**src/rtl/rtmc_pkg.sv**
```systemverilog
// Shared rtmc definitions: bus widths, arbiter state encoding and defaults.
package rtmc_pkg;

    localparam int unsigned ADDR_W = 8;
    localparam int unsigned DATA_W = 8;

    // Default number of cycles the arbiter waits for a target ack.
    localparam int unsigned ARB_TIMEOUT_DEF = 15;

    typedef enum logic [1:0] {
        StIdle,
        StIssue,
        StWait,
        StDone
    } arb_state_t;

endpackage

```
**src/rtl/rtmc_reg_arb_if.sv**
```systemverilog
// Requester-side and register-target-side signals of the rtmc register arbiter.
// master: the arbiter. slave: the requesters and the register target.
interface rtmc_reg_arb_if #(
    parameter int unsigned NREQ = 2
);
    import rtmc_pkg::*;

    logic [NREQ-1:0]        req_wr;
    logic [NREQ-1:0]        req_rd;
    logic [NREQ*ADDR_W-1:0] req_addr;
    logic [NREQ*DATA_W-1:0] req_wdat;
    logic [NREQ-1:0]        req_ack;
    logic                   req_err;
    logic [DATA_W-1:0]      req_rdat;

    logic [ADDR_W-1:0]      reg_addr;
    logic [DATA_W-1:0]      reg_wdat;
    logic                   reg_wr;
    logic                   reg_rd;
    logic [DATA_W-1:0]      reg_rdat;
    logic                   reg_ack;

    modport master (
        input  req_wr, req_rd, req_addr, req_wdat, reg_rdat, reg_ack,
        output req_ack, req_err, req_rdat, reg_addr, reg_wdat, reg_wr, reg_rd
    );

    modport slave (
        output req_wr, req_rd, req_addr, req_wdat, reg_rdat, reg_ack,
        input  req_ack, req_err, req_rdat, reg_addr, reg_wdat, reg_wr, reg_rd
    );

endinterface

```
**src/rtl/rtmc_rr_pick.sv**
```systemverilog
// Combinational round-robin picker: first pending index after `last`, wrapping.
module rtmc_rr_pick #(
    parameter int unsigned N = 2,
    localparam int unsigned IW = (N > 1) ? $clog2(N) : 1
) (
    input  logic [N-1:0]  pending,
    input  logic [IW-1:0] last,
    output logic          valid,
    output logic [IW-1:0] idx
);

    logic [IW-1:0] pos;

    // Scan from lowest priority (last itself) to highest (last+1); the final hit wins.
    always_comb begin
        valid = 1'b0;
        idx   = '0;
        pos   = '0;
        for (int k = int'(N); k >= 1; k--) begin
            pos = IW'((int'(last) + k) % int'(N));
            if (pending[pos]) begin
                valid = 1'b1;
                idx   = pos;
            end
        end
    end

endmodule

```
**src/rtl/rtmc_reg_arb.sv**
```systemverilog
// Round-robin arbiter/sequencer sharing one register target between NREQ requesters.
// A missing target ack turns into an error completion after TIMEOUT cycles of waiting.
module rtmc_reg_arb #(
    parameter int unsigned NREQ    = 2,
    parameter int unsigned TIMEOUT = rtmc_pkg::ARB_TIMEOUT_DEF
) (
    input  logic           clk,
    input  logic           rst_n,
    rtmc_reg_arb_if.master bus
);
    import rtmc_pkg::*;

    localparam int unsigned IW = $clog2(NREQ);

    arb_state_t      state;
    logic [IW-1:0]   last;
    logic [IW-1:0]   grant;
    logic            is_wr;
    logic [7:0]      cnt;
    logic [NREQ-1:0] pending;
    logic [NREQ-1:0] grant_oh;
    logic            pick_valid;
    logic [IW-1:0]   pick_idx;
    logic            timed_out;

    assign pending   = bus.req_wr | bus.req_rd;
    assign grant_oh  = {{(NREQ-1){1'b0}}, 1'b1} << grant;
    assign timed_out = (cnt == 8'(TIMEOUT));

    rtmc_rr_pick #(
        .N (NREQ)
    ) u_pick (
        .pending (pending),
        .last    (last),
        .valid   (pick_valid),
        .idx     (pick_idx)
    );

    // Transaction sequencer; every requester and bus output is a flop.
    always_ff @(posedge clk or negedge rst_n) begin
        if (!rst_n) begin
            state        <= StIdle;
            last         <= IW'(NREQ - 1);
            grant        <= '0;
            is_wr        <= 1'b0;
            cnt          <= '0;
            bus.req_ack  <= '0;
            bus.req_err  <= 1'b0;
            bus.req_rdat <= '0;
            bus.reg_addr <= '0;
            bus.reg_wdat <= '0;
            bus.reg_wr   <= 1'b0;
            bus.reg_rd   <= 1'b0;
        end else begin
            case (state)
                StIdle: begin
                    if (pick_valid) begin
                        grant        <= pick_idx;
                        last         <= pick_idx;
                        // Write wins when a requester raises both ops.
                        is_wr        <= bus.req_wr[pick_idx];
                        bus.reg_wr   <= bus.req_wr[pick_idx];
                        bus.reg_rd   <= ~bus.req_wr[pick_idx];
                        bus.reg_addr <= bus.req_addr[int'(pick_idx) * int'(ADDR_W) +: ADDR_W];
                        bus.reg_wdat <= bus.req_wdat[int'(pick_idx) * int'(DATA_W) +: DATA_W];
                        state        <= StIssue;
                    end
                end
                StIssue, StWait: begin
                    bus.reg_wr <= 1'b0;
                    bus.reg_rd <= 1'b0;
                    if (bus.reg_ack) begin
                        bus.req_ack  <= grant_oh;
                        bus.req_err  <= 1'b0;
                        bus.req_rdat <= is_wr ? '0 : bus.reg_rdat;
                        state        <= StDone;
                    end else if (state == StWait && timed_out) begin
                        bus.req_ack  <= grant_oh;
                        bus.req_err  <= 1'b1;
                        bus.req_rdat <= '1;
                        state        <= StDone;
                    end else begin
                        // Count starts at 1 in the first WAIT cycle.
                        cnt   <= (state == StIssue) ? 8'd1 : cnt + 8'd1;
                        state <= StWait;
                    end
                end
                StDone: begin
                    bus.req_ack <= '0;
                    bus.req_err <= 1'b0;
                    state       <= StIdle;
                end
                default: state <= StIdle;
            endcase
        end
    end

endmodule

```
**src/flat_wrapper.sv**
```systemverilog
// flat-port wrapper written by rule: the top's interface ports become plain ports
module rtmc_reg_arb_flat import rtmc_pkg::*;
#(
    parameter int unsigned NREQ    = 2,
    parameter int unsigned TIMEOUT = rtmc_pkg::ARB_TIMEOUT_DEF
)
  (clk, rst_n, bus_req_wr, bus_req_rd, bus_req_addr, bus_req_wdat, bus_reg_rdat, bus_reg_ack, bus_req_ack, bus_req_err, bus_req_rdat, bus_reg_addr, bus_reg_wdat, bus_reg_wr, bus_reg_rd);
  rtmc_reg_arb_if #(.NREQ(NREQ)) bus_i ();
  input  logic clk;
  input  logic rst_n;
  input wire logic [$bits(bus_i.req_wr)-1:0] bus_req_wr;
  input wire logic [$bits(bus_i.req_rd)-1:0] bus_req_rd;
  input wire logic [$bits(bus_i.req_addr)-1:0] bus_req_addr;
  input wire logic [$bits(bus_i.req_wdat)-1:0] bus_req_wdat;
  input wire logic [$bits(bus_i.reg_rdat)-1:0] bus_reg_rdat;
  input wire logic [$bits(bus_i.reg_ack)-1:0] bus_reg_ack;
  output wire logic [$bits(bus_i.req_ack)-1:0] bus_req_ack;
  output wire logic [$bits(bus_i.req_err)-1:0] bus_req_err;
  output wire logic [$bits(bus_i.req_rdat)-1:0] bus_req_rdat;
  output wire logic [$bits(bus_i.reg_addr)-1:0] bus_reg_addr;
  output wire logic [$bits(bus_i.reg_wdat)-1:0] bus_reg_wdat;
  output wire logic [$bits(bus_i.reg_wr)-1:0] bus_reg_wr;
  output wire logic [$bits(bus_i.reg_rd)-1:0] bus_reg_rd;
  assign bus_i.req_wr = bus_req_wr;
  assign bus_i.req_rd = bus_req_rd;
  assign bus_i.req_addr = bus_req_addr;
  assign bus_i.req_wdat = bus_req_wdat;
  assign bus_i.reg_rdat = bus_reg_rdat;
  assign bus_i.reg_ack = bus_reg_ack;
  assign bus_req_ack = bus_i.req_ack;
  assign bus_req_err = bus_i.req_err;
  assign bus_req_rdat = bus_i.req_rdat;
  assign bus_reg_addr = bus_i.reg_addr;
  assign bus_reg_wdat = bus_i.reg_wdat;
  assign bus_reg_wr = bus_i.reg_wr;
  assign bus_reg_rd = bus_i.reg_rd;
  rtmc_reg_arb #(.NREQ(NREQ), .TIMEOUT(TIMEOUT)) u_core (.clk(clk), .rst_n(rst_n), .bus(bus_i));
endmodule
```
**config.mk**
```make
export PLATFORM = sky130hd
export DESIGN_NAME = rtmc_reg_arb_flat
export DESIGN_NICKNAME = d
export VERILOG_FILES = /design/src/rtl/rtmc_pkg.sv /design/src/rtl/rtmc_reg_arb_if.sv /design/src/rtl/rtmc_rr_pick.sv /design/src/rtl/rtmc_reg_arb.sv /design/src/flat_wrapper.sv
export SDC_FILE = /design/constraint.sdc
export NUM_CORES = 1
export LEC_CHECK = 0
export ABC_AREA = 1
export BUFFER_PORTS_ARGS = -buffer_cell sky130_fd_sc_hd__buf_2
export CAP_MARGIN = 20
export CORE_MARGIN = 5
export CORE_UTILIZATION = 50
export DETAILED_ROUTE_END_ITERATION = 8
export PLACE_DENSITY = 0.8
export SYNTH_ARGS = -nofsm -noshare
export SYNTH_HDL_FRONTEND = slang
export SYNTH_SLANG_ARGS = --single-unit
```
**constraint.sdc**
```tcl
create_clock -name clk -period 1.6 [get_ports clk]
set_clock_uncertainty 0.05 [all_clocks]
set_input_delay 0.08 -clock clk [delete_from_list [all_inputs] [get_ports clk]]
set_output_delay 0.08 -clock clk [all_outputs]
set_load 0.05 [all_outputs]
```
==> flow_summary.json <==
{
  "result_of_the_run": "finished, final reports clean",
  "synthesis.area_per_instance_sq_um": 7.27,
  "count_of_port_buffers_added_during_placement": 75,
  "crit_path_end_kind": "flip-flop",
  "post_synth_most_frequent_cells": "172 x sky130_fd_sc_hd__nand2_1, 41 x sky130_fd_sc_hd__dfrtp_1, 24 x sky130_fd_sc_hd__nand3_1, 14 x sky130_fd_sc_hd__inv_1, 13 x sky130_fd_sc_hd__o21ai_0",
  "drt_pass1_iterations": 4,
  "synth_seq_area_share_pct": 47.2,
  "clk-insertion-delay-late_ns": 0.30,
  "powerDensity_mw_per_mm2": 2150,
  "critPathLaunchType": "flip-flop",
  "synth_nets": 359,
  "worst-setup-path-type": "flip-flop to flip-flop",
  "final-seq-area_sq_mm": 0.00105,
  "cp.required_ns": 1.73,
  "cts-root-to-sink-buffers": 2,
  "finalMaxSlewViolations": 0,
  "post-route-min-period_ns": 1.47,
  "tritoncts.num_buffers": 5,
  "fillers": 376,
  "timing.final.hold_violations": 0,
  "antenna_found_initial": 0,
  "num_antenna_cells": 0,
  "min-delay-path-class": "primary input to flip-flop",
  "die_height_microns": 76.8,
  "number_of_synthesized_flops_with_an_enable_pin": 0,
  "postRouteWirelength_microns": 5080,
  "ir_drop_mv": 1.16,
  "worst-r2r-setup-slack_ns": 0.13,
  "worstReg2RegStart": "u_core.state[1]",
  "route.detailed.vias_per_inst": 4.76,
  "synthCells": 307,
  "first_global_vias": 2079,
  "boundaryPins": 76,
  "grt_usage_pct": 18.1,
  "path_delay_family": "flip-flops",
  "dieArea_sq_mm": 0.00590,
  "setup_total_negative_slack_ns": 0,
  "synth_top_area_share_pct": 46.0,
  "worstReg2RegEnd": "u_core.cnt[3]",
  "first_iter_violations": 109,
  "setup_viol": 0,
  "tightest_slew_ns": 0.487,
  "hp-start": "bus_req_addr[10]",
  "post_synth_main_area_contributors": "sky130_fd_sc_hd__dfrtp_1 46%, sky130_fd_sc_hd__nand2_1 29%, sky130_fd_sc_hd__nand3_1 5.4%",
  "holdPathStages": 5,
  "grt_overflow": 0,
  "critical_path.max_stage_delay_ns": 0.39,
  "max_freq_mhz": 681,
  "cts_num_sinks": 42,
  "critPathBufInv": 3,
  "synth.distinct_cells": 24,
  "clock_tree.htree_level_count": 2,
  "setup_repair_after_global_routing_missed_its_margin": "no",
  "synth_top_flop_cell": "sky130_fd_sc_hd__dfrtp_1",
  "core_region_area_sq_mm": 0.00435,
  "finalNetCount": 449,
  "crit_path_top_delay_cell": "sky130_fd_sc_hd__dfrtp_1",
  "critical_path.max_fanout": 8,
  "mappedNetlistArea_sq_mm": 0.00223,
  "route.vias.total": 2142,
  "first_pass_grt_wire_length_microns": 8820,
  "finalPower_uw": 6130,
  "drive_above_1_share_pct": 28.1,
  "worstHoldEndpoint": "u_core.bus.reg_addr[2]",
  "place.detailed.hpwl_microns": 3840,
  "syn_to_final_growth_pct": 27.8,
  "ffs_w_async_s_r_synth_pct": 100,
  "slew_headroom_pct": 67.5,
  "drv.max_cap_violation_count": 0,
  "initial_core_util_pct": 51.2,
  "ys_seq_elements": 42,
  "crit_top_cell": "sky130_fd_sc_hd__inv_1",
  "die_boundary_width_microns": 76.8,
  "total_leakage_power_uw": 0.00164,
  "remaining_design_rule_violation_count": 0,
  "min_period_over_period_pct": 91.7,
  "multi_input_comb_area_sq_mm": 0.00107,
  "place_congestion": 0.753,
  "worst_setup_hold_path_clk_slew_ns": 0.08,
  "ordered_list_of_cells_on_the_worst_path": "inv_1 -> ha_4 -> inv_1 -> nor2_2 -> nand2_2 -> buf_4 -> nand2_1 -> o21ai_1",
  "crit_arrival_ns": 1.60,
  "drt-wirelength-per-cell_microns": 11.3,
  "rr_worst_depth": 8,
  "cts_root_buffer": "sky130_fd_sc_hd__clkbuf_8",
  "yosysTopAreaCell": "sky130_fd_sc_hd__dfrtp_1",
  "floorplan.rows": 24,
  "grt_start_max_net_pins": 23,
  "synthMostInstantiatedCell": "sky130_fd_sc_hd__nand2_1",
  "tritoncts": "built",
  "yosys_warnings": 0,
  "antenna_left": 0
}
-- layout by cell type (no fill, tap or decap) --
| cell type | n |
|---|---|
| sky130_fd_sc_hd__nand3_1 | 24 |
| sky130_fd_sc_hd__inv_2 | 2 |
| sky130_fd_sc_hd__buf_12 | 1 |
| sky130_fd_sc_hd__nand3b_1 | 1 |
| sky130_fd_sc_hd__nor2_2 | 2 |
| sky130_fd_sc_hd__clkinv_1 | 1 |
| sky130_fd_sc_hd__inv_1 | 14 |
| sky130_fd_sc_hd__nand4_1 | 2 |
| sky130_fd_sc_hd__o21bai_1 | 1 |
| sky130_fd_sc_hd__clkbuf_8 | 5 |
| sky130_fd_sc_hd__nand2_2 | 1 |
| sky130_fd_sc_hd__dlygate4sd3_1 | 1 |
| sky130_fd_sc_hd__nor2_1 | 11 |
| sky130_fd_sc_hd__buf_2 | 75 |
| sky130_fd_sc_hd__dfrtp_1 | 41 |
| sky130_fd_sc_hd__o21ai_0 | 12 |
| sky130_fd_sc_hd__dfstp_2 | 1 |
| sky130_fd_sc_hd__o21bai_4 | 1 |
| sky130_fd_sc_hd__clkinv_2 | 2 |
| sky130_fd_sc_hd__clkbuf_1 | 1 |
| sky130_fd_sc_hd__o21ai_1 | 1 |
| sky130_fd_sc_hd__nand2_1 | 172 |
| sky130_fd_sc_hd__or2_2 | 1 |
| sky130_fd_sc_hd__a21oi_2 | 1 |
| sky130_fd_sc_hd__nand2_4 | 2 |
| sky130_fd_sc_hd__ha_1 | 4 |
| sky130_fd_sc_hd__ha_4 | 1 |
| sky130_fd_sc_hd__buf_4 | 15 |
| sky130_fd_sc_hd__nor2_4 | 1 |
| sky130_fd_sc_hd__o21ai_2 | 1 |
-- flip-flops by register name, summed over array words and instances (netlist names) --
name,count
u_core.bus.reg_rd,1
u_core.cnt,8
u_core.is_wr,1
u_core.bus.req_ack,2
u_core.bus.reg_wdat,8
u_core.last,1
u_core.bus.req_rdat,8
u_core.bus.reg_wr,1
u_core.bus.req_err,1
u_core.grant,1
u_core.bus.reg_addr,8
u_core.state,2
-- kinds of logic after synthesis --
group,count (synthesis),share of synthesized area [%]
AND/OR/NAND/NOR,217,39.4
flip-flops,42,47.2
buffers and inverters,26,5.78
AO/OA/AOI/OAI,17,4.88
adder cells (fa/ha/maj),5,2.80
-- routing by layer --
| metal | share of wire (%) | wire length [microns] | global-route usage [%] | vias up |
|---|---|---|---|---|
| li1 | - | - | - | 1128 |
| met1 | 43 | 2200 | 21.6 | 948 |
| met2 | 48 | 2450 | 30.8 | 61 |
| met3 | 6.9 | 353 | 5.15 | 5 |
| met4 | 1.6 | 81 | 6.82 | 0 |
| met5 | 0 | 0 | 0 | - |
-- tightest hold or removal path, cell delays in order --
cell                      delay [ns]
sky130_fd_sc_hd__buf_2          0.07
sky130_fd_sc_hd__nand2_1        0.04
sky130_fd_sc_hd__nand2_1        0.05
sky130_fd_sc_hd__nand2_1        0.04
sky130_fd_sc_hd__nand2_1        0.04
-- final cells by class --
cell class	count	area share, %
clock buffer	6	2.54
clock inverter	2	0.351
inverter	17	2.24
multi-input combinational	239	37.5
sequential	42	36.9
tap	52	2.28
timing repair buffer	92	18.2
-- where the power goes --
group | leakage [uW] | switching [uW] | internal [uW] | total (uW)
logic | 0.00107 | 2600 | 1050 | 3650
registers | 0.000527 | 264 | 1550 | 1810
clock network | 0.0000450 | 362 | 303 | 665
-- worst max path at each step --
| stage | from | endpoint | depth (start not counted) |
|---|---|---|---|
| after floorplan | u_core.state[0] | u_core.bus.reg_addr[2] | 8 |
| after global placement | u_core.cnt[1] | u_core.bus.req_rdat[7] | 6 |
| after detailed placement | u_core.state[1] | u_core.cnt[3] | 7 |
| after CTS | u_core.state[1] | u_core.cnt[3] | 7 |
| after global routing | u_core.cnt[1] | u_core.cnt[3] | 8 |
| final | u_core.state[1] | u_core.cnt[3] | 8 |
-- through the flow --
step / worst slack [ns] / instance area [sq um] / hold WS [ns] / utilization (%) / cells
after global placement: 0.0845 / 2710 / 0.0251 / 62.2 / 437
after floorplan: 0.142 / 2230 / -0.266 / - / 307
after global routing: 0.00611 / 2850 / 0.0318 / 65.5 / 450
after CTS: 0.0360 / 2800 / 0.00606 / 64.3 / 446
final: 0.132 / 2850 / 0.0154 / 65.5 / 450
after detailed placement: 0.0742 / 2710 / 0.0256 / 62.2 / 437
-- repair_timing --
item	CTS	global route
buffers inserted	0	4
hold buffers	1	0
endpoints found under the hold margin	19	0
endpoints found under the setup margin	0	29
gates resized for setup	0	4
Note: power is estimated with default switching activity, not from simulation.
